$ cat config.mk
export PLATFORM = sky130hd
export DESIGN_NAME = wb_port_arbiter
export DESIGN_NICKNAME = d
export VERILOG_FILES = /design/src/rtl/wb_port_arbiter.sv
export SDC_FILE = /design/constraint.sdc
export NUM_CORES = 1
export LEC_CHECK = 0
export ABC_AREA = 1
export CAP_MARGIN = 20
export CORE_MARGIN = 4
export CORE_UTILIZATION = 34
export CTS_CLUSTER_DIAMETER = 50
export DETAILED_ROUTE_END_ITERATION = 16
export MAX_ROUTING_LAYER = met4
export PLACE_DENSITY_LB_ADDON = 0.25
export SYNTH_ARGS = -nofsm -noshare
export SYNTH_HDL_FRONTEND = slang
export SYNTH_SLANG_ARGS = --single-unit
$ cat constraint.sdc
create_clock -name clk -period 1.94 [get_ports clk]
set_input_delay 0.291 -clock clk [delete_from_list [all_inputs] [get_ports clk]]
set_output_delay 0.291 -clock clk [all_outputs]
set_load 0.01 [all_outputs]
$ cat src/rtl/wb_port_arbiter.sv
// wb_port_arbiter: shares the single GPR write port between the ALU result
// path and the memory-load result path. Loads win by default; a starve
// counter forces the ALU through after STARVE_LIMIT consecutive losses.
// The GPR write (enable, index, data) is registered: one cycle of latency.
module wb_port_arbiter #(
  parameter int unsigned STARVE_LIMIT = 4,
  parameter int unsigned DATA_W       = 32,
  parameter int unsigned ADDR_W       = 5
) (
  input  logic              clk,
  input  logic              rst,
  input  logic              alu_valid,
  output logic              alu_ready,
  input  logic [ADDR_W-1:0] alu_rd,
  input  logic [DATA_W-1:0] alu_data,
  input  logic              mem_valid,
  output logic              mem_ready,
  input  logic [ADDR_W-1:0] mem_rd,
  input  logic [DATA_W-1:0] mem_data,
  output logic              gpr_we,
  output logic [ADDR_W-1:0] gpr_waddr,
  output logic [DATA_W-1:0] gpr_wdata,
  output logic [15:0]       conflict_cnt
);

  localparam logic [3:0] STARVE_MAX = 4'(STARVE_LIMIT);

  logic [3:0] starve;
  logic       grant_alu;
  logic       grant_mem;
  logic       both_valid;

  assign both_valid = alu_valid && mem_valid;

  // Grant selection: loads win ties unless the ALU has starved long enough.
  always_comb begin
    grant_alu = 1'b0;
    grant_mem = 1'b0;
    if (!rst) begin
      if (both_valid) begin
        if (starve == STARVE_MAX) begin
          grant_alu = 1'b1;
        end else begin
          grant_mem = 1'b1;
        end
      end else if (alu_valid) begin
        grant_alu = 1'b1;
      end else if (mem_valid) begin
        grant_mem = 1'b1;
      end
    end
  end

  assign alu_ready = grant_alu;
  assign mem_ready = grant_mem;

  // Starve counter: counts consecutive cycles an ALU request loses, saturating.
  always_ff @(posedge clk) begin
    if (rst) begin
      starve <= '0;
    end else if (grant_alu || !alu_valid) begin
      starve <= '0;
    end else if (starve != STARVE_MAX) begin
      starve <= starve + 4'd1;
    end
  end

  // Registered GPR write; x0 is accepted but never written.
  always_ff @(posedge clk) begin
    if (rst) begin
      gpr_we    <= 1'b0;
      gpr_waddr <= '0;
      gpr_wdata <= '0;
    end else begin
      gpr_we <= 1'b0;
      if (grant_alu) begin
        gpr_we    <= (alu_rd != '0);
        gpr_waddr <= alu_rd;
        gpr_wdata <= alu_data;
      end else if (grant_mem) begin
        gpr_we    <= (mem_rd != '0);
        gpr_waddr <= mem_rd;
        gpr_wdata <= mem_data;
      end
    end
  end

  // Saturating count of cycles with both producers requesting.
  always_ff @(posedge clk) begin
    if (rst) begin
      conflict_cnt <= '0;
    end else if (both_valid && (conflict_cnt != '1)) begin
      conflict_cnt <= conflict_cnt + 16'd1;
    end
  end

endmodule

==> impl_metrics.csv, run 1 <==
group,metric,value,unit
synth,synth.distinct_cells,27,
critical_path,worstPathArrival,1.53,ns
clocking,clock_sinks,58,
route,drcViolationCount,0,
floorplan,die_w,103,um
finish,final_cell_mix,"nand2_1, clkdlybuf4s50_1, dfxtp_1",
critical_path,endpoint,"alu_ready",
critical_path,path_max_fanout,4,
synth,syn_area,0.00308,mm^2
timing,max_freq,0.549,GHz
placed_design,place_ws,-0.0740,ns
power_and_ir_drop,p_per_area,671,mW/mm^2
critical_path,r2r-end,"gpr_wdata[29]",
finish,syn2layout_area_growth,55.9,%
global_route,antenna_found_initial,0,
synth,synth_seq_area_share,37.8,%
outcome,outcome,"completed",
route,route.vias.total,3230,
timing,slew_headroom,71.5,%
power_and_ir_drop,p_leak,2.27,nW
critical_path,startpoint_type,"register",
clocking,cts_hold_buffers,0,
route,dr.pass1.iters,5,
finish,finish.utilization,54.7,%
timing,final-setup-viol-count,0,
timing,rsz0062_at_grt,"no",
power_and_ir_drop,ir_worst_vdd,0.000453,V
synth,syn_nets,546,
finish,final_layout_size_suffix_gt1_share,11.1,%
critical_path,cp-end-kind,"output port",
finish,antenna_cells,0,
floorplan,io_pins,134,
global_route,grt_pass1_vias,2958,
worst_hold_path,hold_path_class,"reg -> reg",
timing,tns,0,ns
floorplan,initial_utilization,35.1,%
placed_design,dp_hpwl,6.73,mm
floorplan,die_area,0.0106,mm^2
placed_design,numPortBuffers,133,
synth,syn_inst,465,
synth,yosys_warnings,0,
timing,worstMarginPinSlew,0.428,ns
power_and_ir_drop,power,3.22,mW
floorplan,rows,34,
global_route,grtUsageTotal,17.3,%
floorplan,die_h,103,um
finish,fill_cells,861,
clocking,htreeDepth,3,
global_route,grt_overflow,0,
critical_path,critPathKind,"reg -> out",
clocking,clockBufferDepth,2,
clocking,clk_pin_slew,0.06,ns
clocking,clk_latency,0.34,ns
synth,ys_seq_elements,58,
timing,skew,0.00885,ns
route,routed_wl,9.08,mm
critical_path,r2r_start,"starve[1]",
floorplan,core_area,0.00876,mm^2
timing,worst_slack,0.119,ns
clocking,cts_tree,"done",
critical_path,reg2reg_slack,0.19,ns
finish,finalNetCount,687,
route,wl_per_cell,12.6,um
global_route,grt_max_degree,39,
synth,synth_area_per_cell,6.61,um^2
route,ant_nets,0,
timing,layout_min_cycle_time,1.82,ns
timing,worst_hold_slack,0.430,ns
timing,post-route-period-util,93.9,%
route,via_per_inst,4.50,
clocking,cts_made_buffers,9,
critical_path,required,1.65,ns
global_route,grt_pass1_wl,14.1,mm
route,drtIter0Drc,59,
placed_design,gp_congestion,0.854,
critical_path,crit_start,"starve[1]",
timing,drv_slew,0,
timing,hold_viol,0,
finish,final_common_cell,"nand2_1",
clocking,cts-root-buf,"clkbuf_8",
critical_path,worstRegToRegCells,12,
job,maxCapViolCount,0,
-- worst min-delay path by stage --
stage,start,endpoint,slack [ns],depth (start not counted)
2_1_floorplan,rst,conflict_cnt[1],0.36,1
3_3_place_gp,starve[0],starve[0],0.45,1
3_5_place_dp,starve[0],starve[0],0.45,1
4_1_cts,starve[0],starve[0],0.47,1
5_1_grt,starve[0],starve[0],0.45,1
6_report,starve[0],starve[0],0.43,1
-- metal layers --
layer | up-vias | GRT usage, % | share of wire (%)
li1 | 1693 | - | -
met1 | 1450 | 19.8 | 43
met2 | 78 | 29.6 | 50
met3 | 9 | 3.99 | 5.7
met4 | 0 | 5.78 | 1.5
met5 | - | - | 0
-- timing repair --
item | CTS | global route
resized for setup | 2 | 6
pin swaps | 0 | 0
setup buffers | 0 | 1
setup endpoints to repair | 2 | 4
hold endpoints to repair | 0 | 0
-- sequential cells by signal, summed over array words and instances (netlist names) --
signal        count
starve            4
gpr_we            1
conflict_cnt     16
gpr_wdata        32
gpr_waddr         5
-- worst max-delay path, cell delays in order, from the launching register on --
cell and delay [ns]:
dfxtp_1 0.37, inv_1 0.06, ha_1 0.19, nand3b_1 0.13, nand2_2 0.06, nand3_2 0.07, inv_2 0.04, clkdlybuf4s15_1 0.27
-- cells in the mapped netlist, drive strengths merged --
| cell type | count | share of area [%] |
|---|---|---|
| a21oi | 12 | 2.0 |
| buf | 16 | 3.9 |
| clkbuf | 2 | 0.24 |
| clkinv | 1 | 0.28 |
| dfxtp | 58 | 38 |
| ha | 3 | 1.2 |
| inv | 56 | 6.8 |
| nand2 | 213 | 29 |
| nand3 | 53 | 10 |
| nand3b | 2 | 0.49 |
| nand4 | 3 | 0.61 |
| nor2 | 33 | 4.2 |
| nor3 | 1 | 0.16 |
| nor4 | 1 | 0.20 |
| o211ai | 1 | 0.24 |
| o21ai | 2 | 0.45 |
| xnor2 | 3 | 0.85 |
| xor2 | 5 | 1.4 |
-- metrics by stage --
| stage | cell area, um^2 | std cells |
|---|---|---|
| floorplan | 3080 | 465 |
| CTS | 4780 | 717 |
| global placement | 4540 | 702 |
| finish | 4800 | 718 |
| detailed placement | 4540 | 702 |
| global route | 4800 | 718 |
-- cell families (layout without fill, tap and decap cells) --
group                      Yosys count  count (layout)  synth area share (%)
adders and majority gates            3               3                  1.22
and+or+nand+nor                    306             306                  44.8
AOI/OAI and AO/OA                   15              15                  2.64
DFF                                 58              58                  37.8
xor gates and xnor gates             8               8                  2.28
buffers and inverters               75             220                  11.3
-- final cells by class --
cell class	count	area, um^2	area share (%)
Clock buffer	10	138	2.87
Sequential cell	58	1160	24.2
Timing Repair Buffer	148	1460	30.5
Multi-Input combinational cell	332	1580	32.8
Inverter	57	219	4.57
Tap cell	108	135	2.82
Clock inverter	5	103	2.14
-- where the power goes --
group | total [mW] | internal [mW] | switching [mW]
Clock | 1.37 | 0.879 | 0.489
Combinational | 0.575 | 0.326 | 0.249
Sequential | 1.28 | 1.25 | 0.0296
Total | 3.22 | 2.45 | 0.768
(Power assumes the default switching activity.)
==> run 2: changes to the inputs <==
==> constraint.sdc (replaced) <==
create_clock -name clk -period 1.55 [get_ports clk]
set_input_delay 0.2325 -clock clk [delete_from_list [all_inputs] [get_ports clk]]
set_output_delay 0.2325 -clock clk [all_outputs]
set_load 0.01 [all_outputs]
==> run 2 against run 1 <==
Net effect: the flow now finishes with violations (negative setup slack); core utilization rose by 2.0 points; wire length is 5.3% higher; register-to-register slack worse by 0.17 ns; worst setup slack worse by 0.19 ns; sequential power is 24% higher; global-route usage rose by 0.57 points; critical path type unchanged; largest cell class is now buffers.
==> impl_metrics.csv, run 2 (synthesis results as in run 1) <==
group,metric,value,unit
outcome,outcome,"complete, but fails checks",
outcome,violations,"negative setup slack",
timing,final-setup-viol-count,2,
finish,final_layout_size_suffix_gt1_share,16.8,%
floorplan,io_pins,134,
critical_path,reg2reg_slack,0.02,ns
power_and_ir_drop,p_leak,2.45,nW
clocking,clock_sinks,58,
worst_hold_path,hold_path_class,"reg -> reg",
global_route,grtUsageTotal,17.9,%
global_route,use_met3,3.45,%
placed_design,dp_hpwl,6.91,mm
critical_path,worstPathArrival,1.39,ns
placed_design,numPortBuffers,133,
critical_path,cp_slowest_stage_delay,0.33,ns
worst_hold_path,holdPathEnd,"conflict_cnt[14]",
global_route,use_met2,30.2,%
critical_path,cp-end-kind,"output port",
finish,final_common_cell,"nand2_1",
route,routed_wl,9.56,mm
global_route,antenna_found_initial,0,
finish,syn2layout_area_growth,61.6,%
finish,largest_reg_flops,32,
critical_path,crit_start,"starve[1]",
critical_path,worstRegToRegCells,12,
clocking,htreeDepth,3,
route,wl_per_cell,13.0,um
route,via_per_inst,4.58,
worst_hold_path,min_delay_path_depth,2,
critical_path,path_cells,"inv_2 -> ha_4 -> nand3b_1 -> nand2_2 -> nand3_4 -> inv_4 -> buf_6",
global_route,busiest_layer,"met2",
global_route,grt_overflow,0,
finish,antenna_cells,0,
timing,slew_headroom,81.0,%
worst_hold_path,min_from,"conflict_cnt[14]",
route,drcViolationCount,0,
finish,reg_top3,"gpr_wdata: 32 flops, conflict_cnt: 16 flops, gpr_waddr: 5 flops",
critical_path,path_delay_family,"flip-flops",
finish,final_cell_mix,"nand2_1, clkdlybuf4s50_1, inv_1, dfxtp_1, nand3_1",
floorplan,die_w,103,um
floorplan,rows,34,
critical_path,critPathBufInv,3,
clocking,clk_latency,0.33,ns
critical_path,r2r-end,"gpr_wdata[19]",
route,dr.pass1.iters,4,
timing,worstMarginPinSlew,0.283,ns
job,maxCapViolCount,0,
clocking,cts-root-buf,"clkbuf_8",
timing,drv_slew,0,
clocking,clockBufferDepth,2,
timing,worst_hold_slack,0.492,ns
timing,max_freq,0.617,GHz
critical_path,path_max_fanout,3,
timing,rsz0062_at_grt,"yes",
route,drtIter0Drc,82,
power_and_ir_drop,ir_worst_vdd,0.000350,V
route,route.vias.total,3357,
global_route,grt_pass1_vias,3173,
clocking,cts_tree,"done",
finish,finalNetCount,702,
critical_path,critPathKind,"reg -> out",
floorplan,die_area,0.0106,mm^2
critical_path,crit_slowest_cell,"dfxtp_2",
critical_path,startpoint_type,"register",
timing,worst_slack,-0.0720,ns
critical_path,r2r_start,"starve[1]",
power_and_ir_drop,p_per_area,712,mW/mm^2
floorplan,core_area,0.00876,mm^2
clocking,cts_made_buffers,9,
critical_path,required,1.32,ns
route,ant_nets,0,
global_route,met1_usage,20.3,%
placed_design,gp_congestion,0.844,
finish,top_register,"gpr_wdata",
timing,post-route-period-util,105,%
timing,hold_viol,0,
timing,tns,-0.0929,ns
timing,skew,0.00664,ns
clocking,clk_pin_slew,0.07,ns
global_route,grt_pass1_wl,14.5,mm
global_route,grt_max_degree,39,
floorplan,initial_utilization,35.1,%
timing,layout_min_cycle_time,1.62,ns
floorplan,die_h,103,um
run 2: cell count changes in the layout (fill, tap and decap cells not counted), moves of 5 or more:
cell / previous run / this run
nand2_2: 4 / 9
buf_4: 13 / 22
nand2_1: 199 / 194
dfxtp_2: 1 / 10
dfxtp_1: 57 / 48
dlygate4sd2_1: 0 / 6
clkdlybuf4s50_1: 131 / 121
run 2: what timing repair did:
item,in CTS,in global routing
hold buffers,0,0
gates cloned,0,3
pin swaps,3,5
buffers inserted,2,0
setup endpoints to repair,51,60
gates resized for setup,33,27
run 2: worst max path at each step:
stage	endpoint	slack (ns)	depth (start not counted)
4_1_cts	mem_ready	-0.05	8
3_5_place_dp	alu_ready	-0.33	7
5_1_grt	alu_ready	-0.17	7
3_3_place_gp	alu_ready	-0.32	7
6_report	alu_ready	-0.07	7
2_1_floorplan	conflict_cnt[11]	0.01	9
run 2: power breakdown:
group,switching (mW),internal [mW],total (mW),leakage (nW)
sequential,0.0327,1.56,1.59,0.479
clock,0.616,0.558,1.17,0.0806
combinational,0.332,0.442,0.774,1.89
total,0.980,2.56,3.54,2.45
run 2: per-layer routing:
layer	vias to the layer above	wire length [um]
li1	1730	-
met1	1510	4100
met2	98	4680
met3	19	530
met4	0	257
met5	-	0
run 2: layout make-up:
type,instances,area (um^2)
inverters,57,224
multi-input cells,333,1640
repair buffers,162,1640
well taps,108,135
clock buffers,9,124
clock inverters,6,35.0
fillers,843,3790
flip-flops and latches,58,1170
run 2: stage by stage:
| step | instance area (um^2) | setup WS, ns | power (mW) | cells | utilization [%] |
|---|---|---|---|---|---|
| 2_1_floorplan | 3080 | 0.0124 | 1.93 | 465 | - |
| 3_3_place_gp | 4610 | -0.325 | 2.35 | 713 | 52.7 |
| 3_5_place_dp | 4610 | -0.329 | 2.36 | 713 | 52.7 |
| 4_1_cts | 4830 | -0.0510 | 3.57 | 730 | 55.1 |
| 5_1_grt | 4970 | -0.171 | 3.74 | 733 | 56.7 |
| 6_report | 4970 | -0.0720 | 3.54 | 733 | 56.7 |
run 2: worst register-to-register path: stages, from the launching register on:
cell      delay [ns]
dfxtp_2         0.33
inv_2           0.06
ha_4            0.14
nand3b_1        0.12
nand2_2         0.12
nand3_4         0.09
inv_4           0.09
buf_4           0.16
buf_12          0.15
nand2_1         0.07
nand3_1         0.06
nand2_1         0.05
inv_1           0.05
==> run 3: changes to the inputs <==
--- a/config.mk
+++ b/config.mk
@@ -11,6 +11,7 @@
 export CORE_UTILIZATION = 34
 export CTS_CLUSTER_DIAMETER = 50
 export DETAILED_ROUTE_END_ITERATION = 16
+export HOLD_SLACK_MARGIN = 0.08
 export MAX_ROUTING_LAYER = met4
 export PLACE_DENSITY_LB_ADDON = 0.25
 export SYNTH_ARGS = -nofsm -noshare
==> results of run 3 <==
Final layout, timing and power as in run 2 (identical DEF).
